`src/rtl/ifu_fetch_pkg.sv`:
```
// Shared types and constants for the instruction fetch unit.
package ifu_fetch_pkg;

    // Fetch sequencer states.
    typedef enum logic [2:0] {
        ST_REQ   = 3'd0,
        ST_WAIT  = 3'd1,
        ST_OUT   = 3'd2,
        ST_EXEC  = 3'd3,
        ST_FAULT = 3'd4
    } fetch_state_t;

    localparam logic [31:0] DEFAULT_RESET_PC = 32'h8000_0000;

    // Instructions are word aligned: the low two PC bits must equal this.
    localparam logic [1:0] INST_ALIGN_MASK = 2'b00;

endpackage

```
`src/rtl/ifu_fetch_pcreg.sv`:
```
// Architectural PC register, next-PC alignment check and fault PC capture.
module ifu_fetch_pcreg
    import ifu_fetch_pkg::*;
#(
    parameter int          XLEN     = 32,
    parameter logic [31:0] RESET_PC = DEFAULT_RESET_PC
) (
    input  logic            clk,
    input  logic            rst,
    input  logic            load,
    input  logic [XLEN-1:0] pc_next,
    input  logic            resp_fault,
    output logic [XLEN-1:0] pc,
    output logic            misaligned,
    output logic [XLEN-1:0] fault_pc
);

    logic [XLEN-1:0] pc_reg;
    logic [XLEN-1:0] fault_pc_reg;

    // The next PC is only meaningful while load is asserted; the check is purely combinational.
    always_comb begin
        misaligned = (pc_next[1:0] != INST_ALIGN_MASK);
    end

    // PC register: reset vector on reset, otherwise loaded only from the EXU.
    always_ff @(posedge clk) begin
        if (!rst) begin
            pc_reg <= RESET_PC[XLEN-1:0];
        end else if (load) begin
            pc_reg <= pc_next;
        end
    end

    // Fault PC: the fetch address on a bus error, or the offending target on a misaligned load.
    always_ff @(posedge clk) begin
        if (!rst) begin
            fault_pc_reg <= '0;
        end else if (resp_fault) begin
            fault_pc_reg <= pc_reg;
        end else if (load && misaligned) begin
            fault_pc_reg <= pc_next;
        end
    end

    assign pc       = pc_reg;
    assign fault_pc = fault_pc_reg;

endmodule

```
`src/rtl/ifu_fetch.sv`:
```
// Instruction fetch unit: owns the PC, fetches one instruction at a time and
// hands it to the decoder; the EXU supplies every next PC.
module ifu_fetch
    import ifu_fetch_pkg::*;
#(
    parameter logic [31:0] RESET_PC = DEFAULT_RESET_PC,
    parameter int          XLEN     = 32
) (
    input  logic            clk,
    input  logic            rst,
    output logic            imem_req_valid,
    input  logic            imem_req_ready,
    output logic [XLEN-1:0] imem_req_addr,
    input  logic            imem_resp_valid,
    input  logic [XLEN-1:0] imem_resp_data,
    input  logic            imem_resp_err,
    output logic            inst_valid,
    input  logic            inst_ready,
    output logic [XLEN-1:0] inst,
    output logic [XLEN-1:0] inst_pc,
    input  logic            exu_valid,
    input  logic [XLEN-1:0] pc_next,
    output logic [31:0]     retire_cnt,
    output logic            fault,
    output logic [XLEN-1:0] fault_pc
);

    fetch_state_t    state_reg;
    logic            req_valid_reg;
    logic            inst_valid_reg;
    logic            fault_reg;
    logic [XLEN-1:0] inst_reg;
    logic [XLEN-1:0] inst_pc_reg;
    logic [31:0]     retire_cnt_reg;

    logic            pc_load;
    logic            resp_fault;
    logic            misaligned;
    logic [XLEN-1:0] pc;

    // EXU completion is honoured only once the instruction has been handed over (or in the same handshake).
    always_comb begin
        pc_load    = exu_valid && (((state_reg == ST_OUT) && inst_ready) || (state_reg == ST_EXEC));
        resp_fault = (state_reg == ST_WAIT) && imem_resp_valid && imem_resp_err;
    end

    ifu_fetch_pcreg #(
        .XLEN     (XLEN),
        .RESET_PC (RESET_PC)
    ) u_pcreg (
        .clk        (clk),
        .rst        (rst),
        .load       (pc_load),
        .pc_next    (pc_next),
        .resp_fault (resp_fault),
        .pc         (pc),
        .misaligned (misaligned),
        .fault_pc   (fault_pc)
    );

    // Fetch sequencer with registered valids; the request valid rises one cycle after reset release.
    always_ff @(posedge clk) begin
        if (!rst) begin
            state_reg      <= ST_REQ;
            req_valid_reg  <= 1'b0;
            inst_valid_reg <= 1'b0;
            fault_reg      <= 1'b0;
            inst_reg       <= '0;
            inst_pc_reg    <= '0;
            retire_cnt_reg <= '0;
        end else begin
            case (state_reg)
                ST_REQ: begin
                    if (req_valid_reg && imem_req_ready) begin
                        req_valid_reg <= 1'b0;
                        state_reg     <= ST_WAIT;
                    end else begin
                        req_valid_reg <= 1'b1;
                    end
                end
                ST_WAIT: begin
                    if (imem_resp_valid) begin
                        if (imem_resp_err) begin
                            fault_reg <= 1'b1;
                            state_reg <= ST_FAULT;
                        end else begin
                            inst_reg       <= imem_resp_data;
                            inst_pc_reg    <= pc;
                            inst_valid_reg <= 1'b1;
                            state_reg      <= ST_OUT;
                        end
                    end
                end
                ST_OUT: begin
                    if (inst_ready) begin
                        inst_valid_reg <= 1'b0;
                        if (exu_valid) begin
                            retire_cnt_reg <= retire_cnt_reg + 32'd1;
                            if (misaligned) begin
                                fault_reg <= 1'b1;
                                state_reg <= ST_FAULT;
                            end else begin
                                req_valid_reg <= 1'b1;
                                state_reg     <= ST_REQ;
                            end
                        end else begin
                            state_reg <= ST_EXEC;
                        end
                    end
                end
                ST_EXEC: begin
                    if (exu_valid) begin
                        retire_cnt_reg <= retire_cnt_reg + 32'd1;
                        if (misaligned) begin
                            fault_reg <= 1'b1;
                            state_reg <= ST_FAULT;
                        end else begin
                            req_valid_reg <= 1'b1;
                            state_reg     <= ST_REQ;
                        end
                    end
                end
                ST_FAULT: begin
                    fault_reg <= 1'b1;
                end
                default: begin
                    req_valid_reg  <= 1'b0;
                    inst_valid_reg <= 1'b0;
                    fault_reg      <= 1'b1;
                    state_reg      <= ST_FAULT;
                end
            endcase
        end
    end

    assign imem_req_valid = req_valid_reg;
    assign imem_req_addr  = pc;
    assign inst_valid     = inst_valid_reg;
    assign inst           = inst_reg;
    assign inst_pc        = inst_pc_reg;
    assign retire_cnt     = retire_cnt_reg;
    assign fault          = fault_reg;

endmodule

```
`config.mk`:
```
export PLATFORM = sky130hd
export DESIGN_NAME = ifu_fetch
export DESIGN_NICKNAME = d
export VERILOG_FILES = /design/src/rtl/ifu_fetch_pkg.sv /design/src/rtl/ifu_fetch_pcreg.sv /design/src/rtl/ifu_fetch.sv
export SDC_FILE = /design/constraint.sdc
export NUM_CORES = 1
export LEC_CHECK = 0
export ABC_AREA = 1
export CORE_ASPECT_RATIO = 1.4
export CORE_MARGIN = 5
export CORE_UTILIZATION = 41
export CTS_CLUSTER_DIAMETER = 80
export DETAILED_ROUTE_END_ITERATION = 16
export GPL_TIMING_DRIVEN = 0
export HOLD_SLACK_MARGIN = 0.05
export PLACE_DENSITY = 0.76
export SLEW_MARGIN = 20
export SYNTH_ARGS = -nofsm -noshare
export SYNTH_HDL_FRONTEND = slang
export SYNTH_SLANG_ARGS = --single-unit
```
`constraint.sdc`:
```
create_clock -name clk -period 1.45 [get_ports clk]
set_input_delay 0.29 -clock clk [delete_from_list [all_inputs] [get_ports clk]]
set_output_delay 0.29 -clock clk [all_outputs]
set_load 0.005 [all_outputs]
```
==> Implementation_results.wiki <==
{| class="wikitable"
! Metric !! Value
|-
| Status || finished, violations left
|-
| Violations in the final reports || negative setup slack
|-
| M2 GR Usage || 43.6%
|-
| Tcrit/Tclk final || 104%
|-
| Average cell area after synthesis || 7.28 um^2
|-
| Depth of the CTS H-tree || 4
|-
| Slew @ Worst Pin || 611 ps
|-
| Final WS setup || -51.8 ps
|-
| Setup Viol. Count Final || 22
|-
| Wire length of the first global-routing pass || 36900 um
|-
| Post-Route WL || 24500 um
|-
| Total power draw || 13.3 mW
|-
| Number of distinct library cells after synthesis || 31
|-
| Area of the mapped netlist || 6780 um^2
|-
| Cell count after synthesis || 932
|-
| CTS tree || yes
|-
| Share of post-route cells with drive strength above 1 || 20.3%
|-
| Clock skew after layout || 5.53 ps
|-
| Top cell types by occurrence after synthesis || 181 x sky130_fd_sc_hd__nor2_1, 166 x sky130_fd_sc_hd__dfxtp_1, 155 x sky130_fd_sc_hd__o21ai_0
|-
| Maximum net fanout on the critical path || 5
|-
| Final nets || 1289
|-
| Met1 Resource Use GR || 26.5%
|-
| Met3 demand-to-capacity share in global routing || 6.27%
|-
| Number of filler instances in the final layout || 1489
|-
| Number of hold buffers added after cts || 0
|-
| Slowest library cell on the worst path || sky130_fd_sc_hd__dfxtp_4
|-
| Peak per-stage delay on the critical path || 360 ps
|-
| Async set or reset register ratio after synthesis || 0%
|-
| Most frequently used flop master after synthesis || sky130_fd_sc_hd__dfxtp_1
|-
| Dominant cell by count in the synthesized netlist || sky130_fd_sc_hd__nor2_1
|-
| Maximum number of pins on one net before global-route repair || 17
|-
| Number of buffers created by CTS || 17
|-
| Worst path required time || 1800 ps
|-
| Highest clock rate || 0.666 GHz
|-
| Busiest metal layer after global routing || met2
|-
| Number of buffer cells added on primary ports || 232
|-
| # rows || 55
|-
| Cell Chain, Critical Path || inv_6 -> nand3_4 -> nor2_4 -> buf_6 -> nand2_4 -> nor2_4 -> nand2_2 -> nand2_1 -> inv_1 -> nor2_1
|-
| Reported leakage power || 4.96 nW
|-
| Sequential fraction of the synthesis area || 49.0%
|-
| Mean routed wirelength per cell || 17.1 um
|-
| Via count of the first global-routing pass || 6995
|-
| CTS sink cnt || 166
|-
| Number of buffers and inverters on the critical path || 3
|-
| Sort of element at the end of the critical path || register
|-
| Maximum buffer depth of the clock tree || 2
|-
| Clock slew at the register clock pins of the worst setup and hold paths || 60 ps
|-
| Synthesized flop and latch total || 166
|-
| Synth top area cells || sky130_fd_sc_hd__dfxtp_1 49%, sky130_fd_sc_hd__o21ai_0 11%, sky130_fd_sc_hd__nor2_1 10%
|-
| Antenna violations before repair || 1
|-
| Die height || 162 um
|-
| Total grt overflow || 0
|-
| Setup repair after global routing missed its margin || yes
|-
| Pwr Density || 1240 nW/um^2
|-
| Core area || 16200 um^2
|-
| Worst max-slew margin expressed relative to the limit || 59.2%
|-
| Final Wtd Congestion || 0.940
|-
| Top cell type's share of synthesized area || 49.0%
|-
| Cell taking the most area after synthesis || sky130_fd_sc_hd__dfxtp_1
|-
| Count of warnings emitted by yosys || 0
|-
| Post-synthesis net count || 1004
|-
| Min cycle time layout || 1500 ps
|-
| Worst setup path class || reg2reg
|-
| Worst vdd ir || 1050 uV
|-
| Arrival time worst endpoint || 1850 ps
|-
| Violation count after the first detailed-route iteration || 530
|-
| Starting utilization of the core area || 41.8%
|-
| Total Neg Setup Slack || -445 ps
|-
| GRT Resource Usage Total || 24.0%
|-
| DRC Markers || 0
|-
| Post-detailed-placement half-perimeter wirelength || 16900 um
|-
| Detailed Routing Iterations Pass 1 || 5
|-
| Number of maximum-capacitance constraint violations || 0
|-
| Post-synthesis to final-layout area growth || 58.5%
|-
| I/O pin cnt || 234
|-
| Number of flops mapped to enable cells by yosys || 0
|-
| Antenna Violating Nets Remaining || 0
|-
| Avg Vias per Cell || 5.12
|-
| Vias || 7319
|-
| Worst min-delay path class || in2reg
|-
| Critical Path Source Type || register
|-
| Clk_lat worst skew || 420 ps
|-
| Die outline area || 19300 um^2
|-
| Cell repeated most along the worst path || sky130_fd_sc_hd__nor2_4
|-
| Final-report max-slew violation count || 0
|-
| Cell class contributing the biggest share of worst-path delay || simple AND/OR/NAND/NOR gates
|-
| Cell at the root of the clock tree || sky130_fd_sc_hd__clkbuf_16
|-
| DIE WIDTH || 119 um
|-
| Final count of hold timing violations || 0
|}
power breakdown:
group          leakage (nW)  total (mW)  internal (mW)  switching, mW
clock network         0.292        4.67           2.81           1.85
logic                  3.29        3.09           1.52           1.56
registers              1.38        5.54           5.14          0.396
path summary, 6_finish.rpt:
kind                 from             end  slack (ps)  cells past startpoint
max          state_reg[2]  retire_cnt[22]         -50                     10
min                   rst  imem_req_valid         350                      3
max reg2reg  state_reg[2]  retire_cnt[22]         -50                     10
min reg2reg      inst[26]        inst[26]         460                      2
cells by family (layout without fill, tap and decap cells):
| logic type | count (synthesis) | after routing | share of synthesized area (%) |
|---|---|---|---|
| other | 0 | 1 | 0 |
| and+or+nand+nor | 357 | 358 | 21.6 |
| DFF | 166 | 166 | 49.0 |
| AOI/OAI and AO/OA | 261 | 261 | 19.5 |
| xor gates and xnor gates | 4 | 4 | 0.516 |
| adders and majority gates | 1 | 1 | 0.184 |
| buffers and inverters | 143 | 440 | 9.20 |
worst register-to-register path, stage by stage (launching register included):
cell and delay (ps):
sky130_fd_sc_hd__dfxtp_4 360, sky130_fd_sc_hd__inv_6 80, sky130_fd_sc_hd__nand3_4 70, sky130_fd_sc_hd__nor2_4 160
sky130_fd_sc_hd__buf_6 150, sky130_fd_sc_hd__nand2_4 80, sky130_fd_sc_hd__nor2_4 210, sky130_fd_sc_hd__nand2_2 100
sky130_fd_sc_hd__nand2_1 70, sky130_fd_sc_hd__inv_1 40, sky130_fd_sc_hd__nor2_1 110
layout make-up:
class	count	area [um^2]	share of cell area, %
Sequential cell	166	3440	32.0
Multi-Input combinational cell	624	3190	29.7
Timing Repair Buffer	267	2520	23.4
Clock buffer	22	464	4.32
Inverter	93	373	3.47
Buffer	48	372	3.46
Tap cell	199	249	2.32
Clock inverter	10	141	1.32
Antenna cell	1	2.50	0.0233
cell usage in the layout (no fill, tap or decap), types with 11 or more instances in the layout:
cell type	netlist	routed
sky130_fd_sc_hd__dlygate4sd2_1	0	165
sky130_fd_sc_hd__buf_4	2	31
sky130_fd_sc_hd__buf_6	8	11
sky130_fd_sc_hd__nand4_1	13	13
sky130_fd_sc_hd__nor2_4	3	14
sky130_fd_sc_hd__o21ai_1	16	30
sky130_fd_sc_hd__dfxtp_1	166	109
sky130_fd_sc_hd__a21oi_1	85	75
sky130_fd_sc_hd__o21ai_0	155	139
sky130_fd_sc_hd__dfxtp_2	0	40
sky130_fd_sc_hd__nor2_1	181	141
sky130_fd_sc_hd__nor2_2	3	32
sky130_fd_sc_hd__inv_1	87	83
sky130_fd_sc_hd__nand2_2	4	11
sky130_fd_sc_hd__dfxtp_4	0	17
sky130_fd_sc_hd__nand2_1	124	113
sky130_fd_sc_hd__clkbuf_16	0	22
sky130_fd_sc_hd__clkbuf_1	22	18
sky130_fd_sc_hd__clkdlybuf4s50_1	0	66
metrics by stage:
stage	instances	area [um^2]	setup WS, ps	utilization [%]	hold slack (ps)
after floorplan	932	6790	10.0	-	433
after global placement	1363	9360	-701	57.6	449
after detailed placement	1363	9360	-663	57.6	455
after CTS	1417	10300	-4.55	63.3	331
after global routing	1430	10700	-142	66.2	380
final	1430	10700	-51.8	66.2	350
per-layer routing:
| layer | vias to the layer above | routed length [um] | part of all wire (%) |
|---|---|---|---|
| li1 | 3603 | - | - |
| met1 | 3407 | 9420 | 38 |
| met2 | 261 | 12700 | 52 |
| met3 | 48 | 1620 | 6.6 |
| met4 | 0 | 754 | 3.1 |
| met5 | - | 0 | 0 |
timing repair:
action,CTS,global route
setup buffers,21,7
gates cloned,2,6
gates resized for setup,296,123
endpoints found under the setup margin,319,154
pin swaps,11,56
(Power assumes the default switching activity.)
